$ cat config.mk
export PLATFORM = sky130hd
export DESIGN_NAME = avalon_mem_master
export DESIGN_NICKNAME = d
export VERILOG_FILES = /design/src/rtl/avm_pkg.sv /design/src/rtl/avm_lane_align.sv /design/src/rtl/avalon_mem_master.sv
export SDC_FILE = /design/constraint.sdc
export NUM_CORES = 1
export LEC_CHECK = 0
export ABC_AREA = 1
export BUFFER_PORTS_ARGS = -buffer_cell sky130_fd_sc_hd__buf_2
export CORE_AREA = 4 4 118 120
export DETAILED_ROUTE_END_ITERATION = 12
export DIE_AREA = 0 0 122 124
export GPL_TIMING_DRIVEN = 0
export PLACE_DENSITY = 0.79
export SLEW_MARGIN = 20
export SYNTH_ARGS = -nofsm -noshare
export SYNTH_HDL_FRONTEND = slang
export SYNTH_SLANG_ARGS = --single-unit
export TNS_END_PERCENT = 10
$ cat constraint.sdc
create_clock -name CLK -period 3.1 [get_ports CLK]
set_input_delay 0 -clock CLK [delete_from_list [all_inputs] [get_ports CLK]]
set_output_delay 0 -clock CLK [all_outputs]
set_load 0.01 [all_outputs]
$ cat src/rtl/avm_pkg.sv
// rtl/avm_pkg.sv - shared state encoding and access-size codes for the Avalon memory master
package avm_pkg;

    typedef enum logic [1:0] {
        IDLE = 2'd0,
        REQ  = 2'd1,
        RESP = 2'd2,
        DONE = 2'd3
    } avm_state_e;

    localparam logic [1:0] SZ_B = 2'd0;
    localparam logic [1:0] SZ_H = 2'd1;
    localparam logic [1:0] SZ_W = 2'd2;

    function automatic logic size_illegal(input logic [1:0] size);
        return (size != SZ_B) && (size != SZ_H) && (size != SZ_W);
    endfunction

endpackage

$ cat src/rtl/avm_lane_align.sv
// rtl/avm_lane_align.sv - byte-lane steering for stores and extraction/extension for loads
module avm_lane_align
    import avm_pkg::*;
(
    input  logic [1:0]  size_i,
    input  logic [1:0]  off_i,
    input  logic        unsigned_ld_i,
    input  logic [31:0] wdata_i,
    input  logic [31:0] readdata_i,
    output logic [3:0]  byteenable_o,
    output logic [31:0] writedata_o,
    output logic [31:0] rdata_o,
    output logic        misalign_o
);

    logic [31:0] shifted;

    always_comb begin
        shifted      = readdata_i >> {off_i, 3'b000};
        byteenable_o = 4'b0000;
        writedata_o  = wdata_i;
        rdata_o      = shifted;
        misalign_o   = 1'b0;
        case (size_i)
            SZ_B: begin
                byteenable_o = 4'b0001 << off_i;
                writedata_o  = {4{wdata_i[7:0]}};
                rdata_o      = unsigned_ld_i ? {24'd0, shifted[7:0]}
                                             : {{24{shifted[7]}}, shifted[7:0]};
            end
            SZ_H: begin
                byteenable_o = 4'b0011 << off_i;
                writedata_o  = {2{wdata_i[15:0]}};
                rdata_o      = unsigned_ld_i ? {16'd0, shifted[15:0]}
                                             : {{16{shifted[15]}}, shifted[15:0]};
                misalign_o   = off_i[0];
            end
            SZ_W: begin
                byteenable_o = 4'b1111;
                writedata_o  = wdata_i;
                rdata_o      = readdata_i;
                misalign_o   = (off_i != 2'b00);
            end
            default: begin
                byteenable_o = 4'b0000;
            end
        endcase
    end

endmodule

$ cat src/rtl/avalon_mem_master.sv
// rtl/avalon_mem_master.sv - start/done load/store responder issuing one Avalon-MM transfer per request
module avalon_mem_master
    import avm_pkg::*;
#(
    parameter int ADDR_W  = 32,
    parameter int DATA_W  = 32,
    parameter int TIMEOUT = 1023,
    parameter int CNT_W   = 10
)
(
    input  logic              CLK,
    input  logic              RST_N,
    input  logic              start,
    input  logic              we,
    input  logic [ADDR_W-1:0] addr,
    input  logic [1:0]        size,
    input  logic              unsigned_ld,
    input  logic [DATA_W-1:0] wdata,
    output logic              done,
    output logic [DATA_W-1:0] rdata,
    output logic              err,
    output logic [ADDR_W-1:0] avm_address,
    output logic              avm_read,
    output logic              avm_write,
    output logic [3:0]        avm_byteenable,
    output logic [DATA_W-1:0] avm_writedata,
    input  logic [DATA_W-1:0] avm_readdata,
    input  logic              avm_waitrequest,
    input  logic              avm_readdatavalid
);

    localparam bit             TMO_EN   = (TIMEOUT > 0);
    localparam logic [CNT_W-1:0] TMO_LAST = CNT_W'((TIMEOUT > 0) ? TIMEOUT - 1 : 0);

    avm_state_e        state_q, state_d;
    logic              we_q, we_d;
    logic [1:0]        size_q, size_d;
    logic [1:0]        off_q, off_d;
    logic              uns_q, uns_d;
    logic [CNT_W-1:0]  cnt_q, cnt_d;
    logic              done_q, done_d;
    logic              err_q, err_d;
    logic [DATA_W-1:0] rdata_q, rdata_d;
    logic [ADDR_W-1:0] addr_q, addr_d;
    logic              rd_q, rd_d;
    logic              wr_q, wr_d;
    logic [3:0]        be_q, be_d;
    logic [DATA_W-1:0] wd_q, wd_d;

    logic [1:0]        al_size;
    logic [1:0]        al_off;
    logic              al_uns;
    logic [3:0]        al_be;
    logic [31:0]       al_wd;
    logic [31:0]       al_rd;
    logic              al_misalign;
    logic              tmo_hit;

    // In IDLE the aligner looks at the live request; afterwards at the latched one.
    assign al_size = (state_q == IDLE) ? size        : size_q;
    assign al_off  = (state_q == IDLE) ? addr[1:0]   : off_q;
    assign al_uns  = (state_q == IDLE) ? unsigned_ld : uns_q;

    avm_lane_align u_align (
        .size_i        (al_size),
        .off_i         (al_off),
        .unsigned_ld_i (al_uns),
        .wdata_i       (wdata),
        .readdata_i    (avm_readdata),
        .byteenable_o  (al_be),
        .writedata_o   (al_wd),
        .rdata_o       (al_rd),
        .misalign_o    (al_misalign)
    );

    assign tmo_hit = TMO_EN && (cnt_q == TMO_LAST);

    always_comb begin
        state_d = state_q;
        we_d    = we_q;
        size_d  = size_q;
        off_d   = off_q;
        uns_d   = uns_q;
        cnt_d   = cnt_q;
        done_d  = 1'b0;
        err_d   = 1'b0;
        rdata_d = rdata_q;
        addr_d  = addr_q;
        rd_d    = rd_q;
        wr_d    = wr_q;
        be_d    = be_q;
        wd_d    = wd_q;
        case (state_q)
            IDLE: begin
                if (start) begin
                    we_d   = we;
                    size_d = size;
                    off_d  = addr[1:0];
                    uns_d  = unsigned_ld;
                    if (al_misalign || size_illegal(size)) begin
                        state_d = DONE;
                        done_d  = 1'b1;
                        err_d   = 1'b1;
                    end else begin
                        state_d = REQ;
                        cnt_d   = '0;
                        rd_d    = ~we;
                        wr_d    = we;
                        addr_d  = {addr[ADDR_W-1:2], 2'b00};
                        be_d    = al_be;
                        wd_d    = al_wd;
                    end
                end
            end
            REQ: begin
                cnt_d = cnt_q + 1'b1;
                // A normal acceptance wins over a timeout landing in the same cycle.
                if (!avm_waitrequest) begin
                    rd_d = 1'b0;
                    wr_d = 1'b0;
                    if (we_q) begin
                        state_d = DONE;
                        done_d  = 1'b1;
                    end else begin
                        state_d = RESP;
                    end
                end else if (tmo_hit) begin
                    rd_d    = 1'b0;
                    wr_d    = 1'b0;
                    state_d = DONE;
                    done_d  = 1'b1;
                    err_d   = 1'b1;
                end
            end
            RESP: begin
                cnt_d = cnt_q + 1'b1;
                if (avm_readdatavalid) begin
                    rdata_d = al_rd;
                    state_d = DONE;
                    done_d  = 1'b1;
                end else if (tmo_hit) begin
                    state_d = DONE;
                    done_d  = 1'b1;
                    err_d   = 1'b1;
                end
            end
            DONE: begin
                state_d = IDLE;
            end
            default: begin
                state_d = IDLE;
            end
        endcase
    end

    always_ff @(posedge CLK or negedge RST_N) begin
        if (!RST_N) begin
            state_q <= IDLE;
            we_q    <= 1'b0;
            size_q  <= SZ_B;
            off_q   <= 2'b00;
            uns_q   <= 1'b0;
            cnt_q   <= '0;
            done_q  <= 1'b0;
            err_q   <= 1'b0;
            rdata_q <= '0;
            addr_q  <= '0;
            rd_q    <= 1'b0;
            wr_q    <= 1'b0;
            be_q    <= 4'b0000;
            wd_q    <= '0;
        end else begin
            state_q <= state_d;
            we_q    <= we_d;
            size_q  <= size_d;
            off_q   <= off_d;
            uns_q   <= uns_d;
            cnt_q   <= cnt_d;
            done_q  <= done_d;
            err_q   <= err_d;
            rdata_q <= rdata_d;
            addr_q  <= addr_d;
            rd_q    <= rd_d;
            wr_q    <= wr_d;
            be_q    <= be_d;
            wd_q    <= wd_d;
        end
    end

    assign done           = done_q;
    assign err            = err_q;
    assign rdata          = rdata_q;
    assign avm_address    = addr_q;
    assign avm_read       = rd_q;
    assign avm_write      = wr_q;
    assign avm_byteenable = be_q;
    assign avm_writedata  = wd_q;

endmodule

==> flow_summary.toml <==
[route]
route.detailed.drc = 0
antenna_left = 0
wl_met3_um = 1950
vias = 7295
routed_wl_um = 21100
wl_met1_um = 8400
routedWlPerCell_um = 14.9
vias_per_cell = 5.14
drt_first_pass_iters = 8
wl_met2_um = 10200
drt_iter0_markers = 778
highest_layer = "met4"

[finish]
nets = 1346
diodes = 0
area_growth_pct = 42.6
drive_gt1_frac = 0.242
utilization = 0.725
register_area_um2 = 3000
fin_cells = 1420
final_cell_mix = "nand2_1 (382), buf_2 (214), dfrtp_1 (120)"
mostFrequentLayoutCell = "nand2_1"
multiInputGateArea_um2 = 3070
fillers = 1012

[synthesis]
avgSynthCellArea_um2 = 7.21
yosysSeqAreaShare = 0.455
syn_area_um2 = 6600
synthDistinctLibCells = 38
yosysWarnings = 0
synth_seq_cells = 120
synth_cells = 915

[global_route]
grt_max_degree = 65
track_usage = 0.276
grt_pass1_vias = 7035
overflow = 0
antenna_found_initial = 0
grt_pass1_wl_um = 33100

[timing]
fin_skew_ns = 0.00863
fin_crit_ns = 2.87
max_slew_margin = 0.613
layout_setup_ws_ns = 0.230
setup_viol = 0
worst_pin_slew_ns = 0.580
fin_crit_sh = 0.926
fmax_mhz = 348
finalHoldViolCount = 0
fin_setup_tns_ns = 0
slew_violations = 0

[clocking]
clock_sinks = 120
cts_max_level = 4
clk_pin_slew_ns = 0.06
cts_buffers = 17
cts_tree = "built"
insertion_delay_ns = 0.42
clockBufferDepth = 2
cts_root_buf = "clkbuf_16"

[worst_hold_path]
hold_class = "input pin to register"

[floorplanning]
dieHeight_um = 124
pin_count = 209
coreArea_um2 = 13000
die_x_um = 122
initial_core_util = 0.509
dieArea_um2 = 15100
rows = 42

[setup_path]
cp-end-kind = "register"
crit_path_start_kind = "register"
crit_type = "register to register"
arrival_ns = 3.18
cp_max_fo = 10
cp.required_ns = 3.41

[power]
p_leak_nw = 5.23
vdd_drop_max_mv = 0.512
finalPower_w = 0.00976
pwr_density_cell_nw_per_um2 = 1040

[placement]
dpl.cell_count = 1299
port_buffers = 206
gp_congestion = 0.945
dp_slack_ns = -0.252
hpwl_um = 14200

[outcome]
status = "finished, final reports clean"

[flow_run]
maxCapViolCount = 0
==> routing by layer <==
layer / vias to the layer above / GRT usage
li1: 3491 / -
met1: 3375 / 0.340
met2: 364 / 0.464
met3: 65 / 0.0758
met4: 0 / 0.111
met5: - / 0
==> area by class of cell <==
cell class	count	area share
Clock inverter	15	0.0177
Timing Repair Buffer	297	0.209
Tap cell	176	0.0234
Clock buffer	17	0.0452
Inverter	80	0.0327
Multi-Input combinational cell	675	0.326
Buffer	40	0.0275
Sequential cell	120	0.319
==> worst paths after layout <==
kind,cells after the start,to,startpoint,slack [ns]
worst max-delay path,13,rdata[16],state_q[0],0.23
worst min-delay path,5,avm_writedata[14],wdata[14],0.005
worst max register to register,13,rdata[16],state_q[0],0.23
worst min register to register,2,avm_read,avm_read,0.47
max in group asynchronous,3,avm_writedata[13],RST_N,2.31
min in group asynchronous,2,rdata[12],RST_N,0.10
==> state kept, by name, summed over array words and instances (netlist names), 2 cells and up <==
name            flops
avm_writedata      32
rdata              32
avm_address        30
cnt_q              10
avm_byteenable      4
off_q               2
size_q              2
state_q             2
==> critical path, stage by stage, from the launching register on <==
cell        delay [ns]
dfrtp_1           0.42
inv_1             0.09
ha_1              0.26
buf_6             0.17
o21ai_4           0.30
clkinvlp_4        0.20
ha_1              0.20
buf_2             0.17
nand2_2           0.18
clkinvlp_4        0.23
a21oi_1           0.25
nand2_1           0.09
nor2_1            0.14
nor2_1            0.05
==> where the power goes <==
part           total [W]  switching (W)  internal (W)
sequential       0.00262       0.000374       0.00224
combinational    0.00516        0.00331       0.00185
clock            0.00198       0.000783       0.00120
total            0.00976        0.00447       0.00529
==> metrics by stage <==
stage | area, µm² | hold slack, ns
6_report | 9410 | 0.00472
5_1_grt | 9410 | 0.0245
4_1_cts | 9390 | 0.000380
3_5_place_dp | 7890 | -0.00136
3_3_place_gp | 7860 | 0.194
2_1_floorplan | 6610 | -0.296
==> synthesized netlist by cell type, drive strengths merged <==
master    n  area share
nand3b    8      0.0091
o211ai   14       0.016
a31oi     2      0.0019
o31ai     1      0.0011
clkinv    1     0.00057
nand3    42       0.035
nor3b     1      0.0011
xor2      4      0.0053
nor2     89       0.051
dfrtp   120        0.45
nand2   390        0.23
buf      27       0.030
a21oi    29       0.022
o22ai     1     0.00095
clkbuf   14      0.0080
a22oi     2      0.0023
ha       10       0.019
o21a      1      0.0011
conb      1     0.00057
or2       9      0.0085
xnor2     2      0.0027
o21ai    55       0.043
inv      79       0.045
nand4     9       0.012
nor3      4      0.0030
==> kinds of logic (layout without fill, tap and decap cells) <==
kind of cell	Yosys count	after routing	share of synthesized area
DFF	120	120	0.455
other	1	2	0.000568
AOI/OAI and AO/OA	105	105	0.0887
adders and majority gates	10	10	0.0190
and+or+nand+nor	552	552	0.345
xor gates and xnor gates	6	6	0.00796
buffers and inverters	121	449	0.0836
==> what timing repair did <==
item	4_1_cts	5_1_grt
buffers inserted	1	0
hold buffers	89	0
pin swaps	0	1
gates resized for setup	4	13
hold endpoints to repair	146	0
endpoints found under the setup margin	87	79
Power figures use the tool's default switching activity.
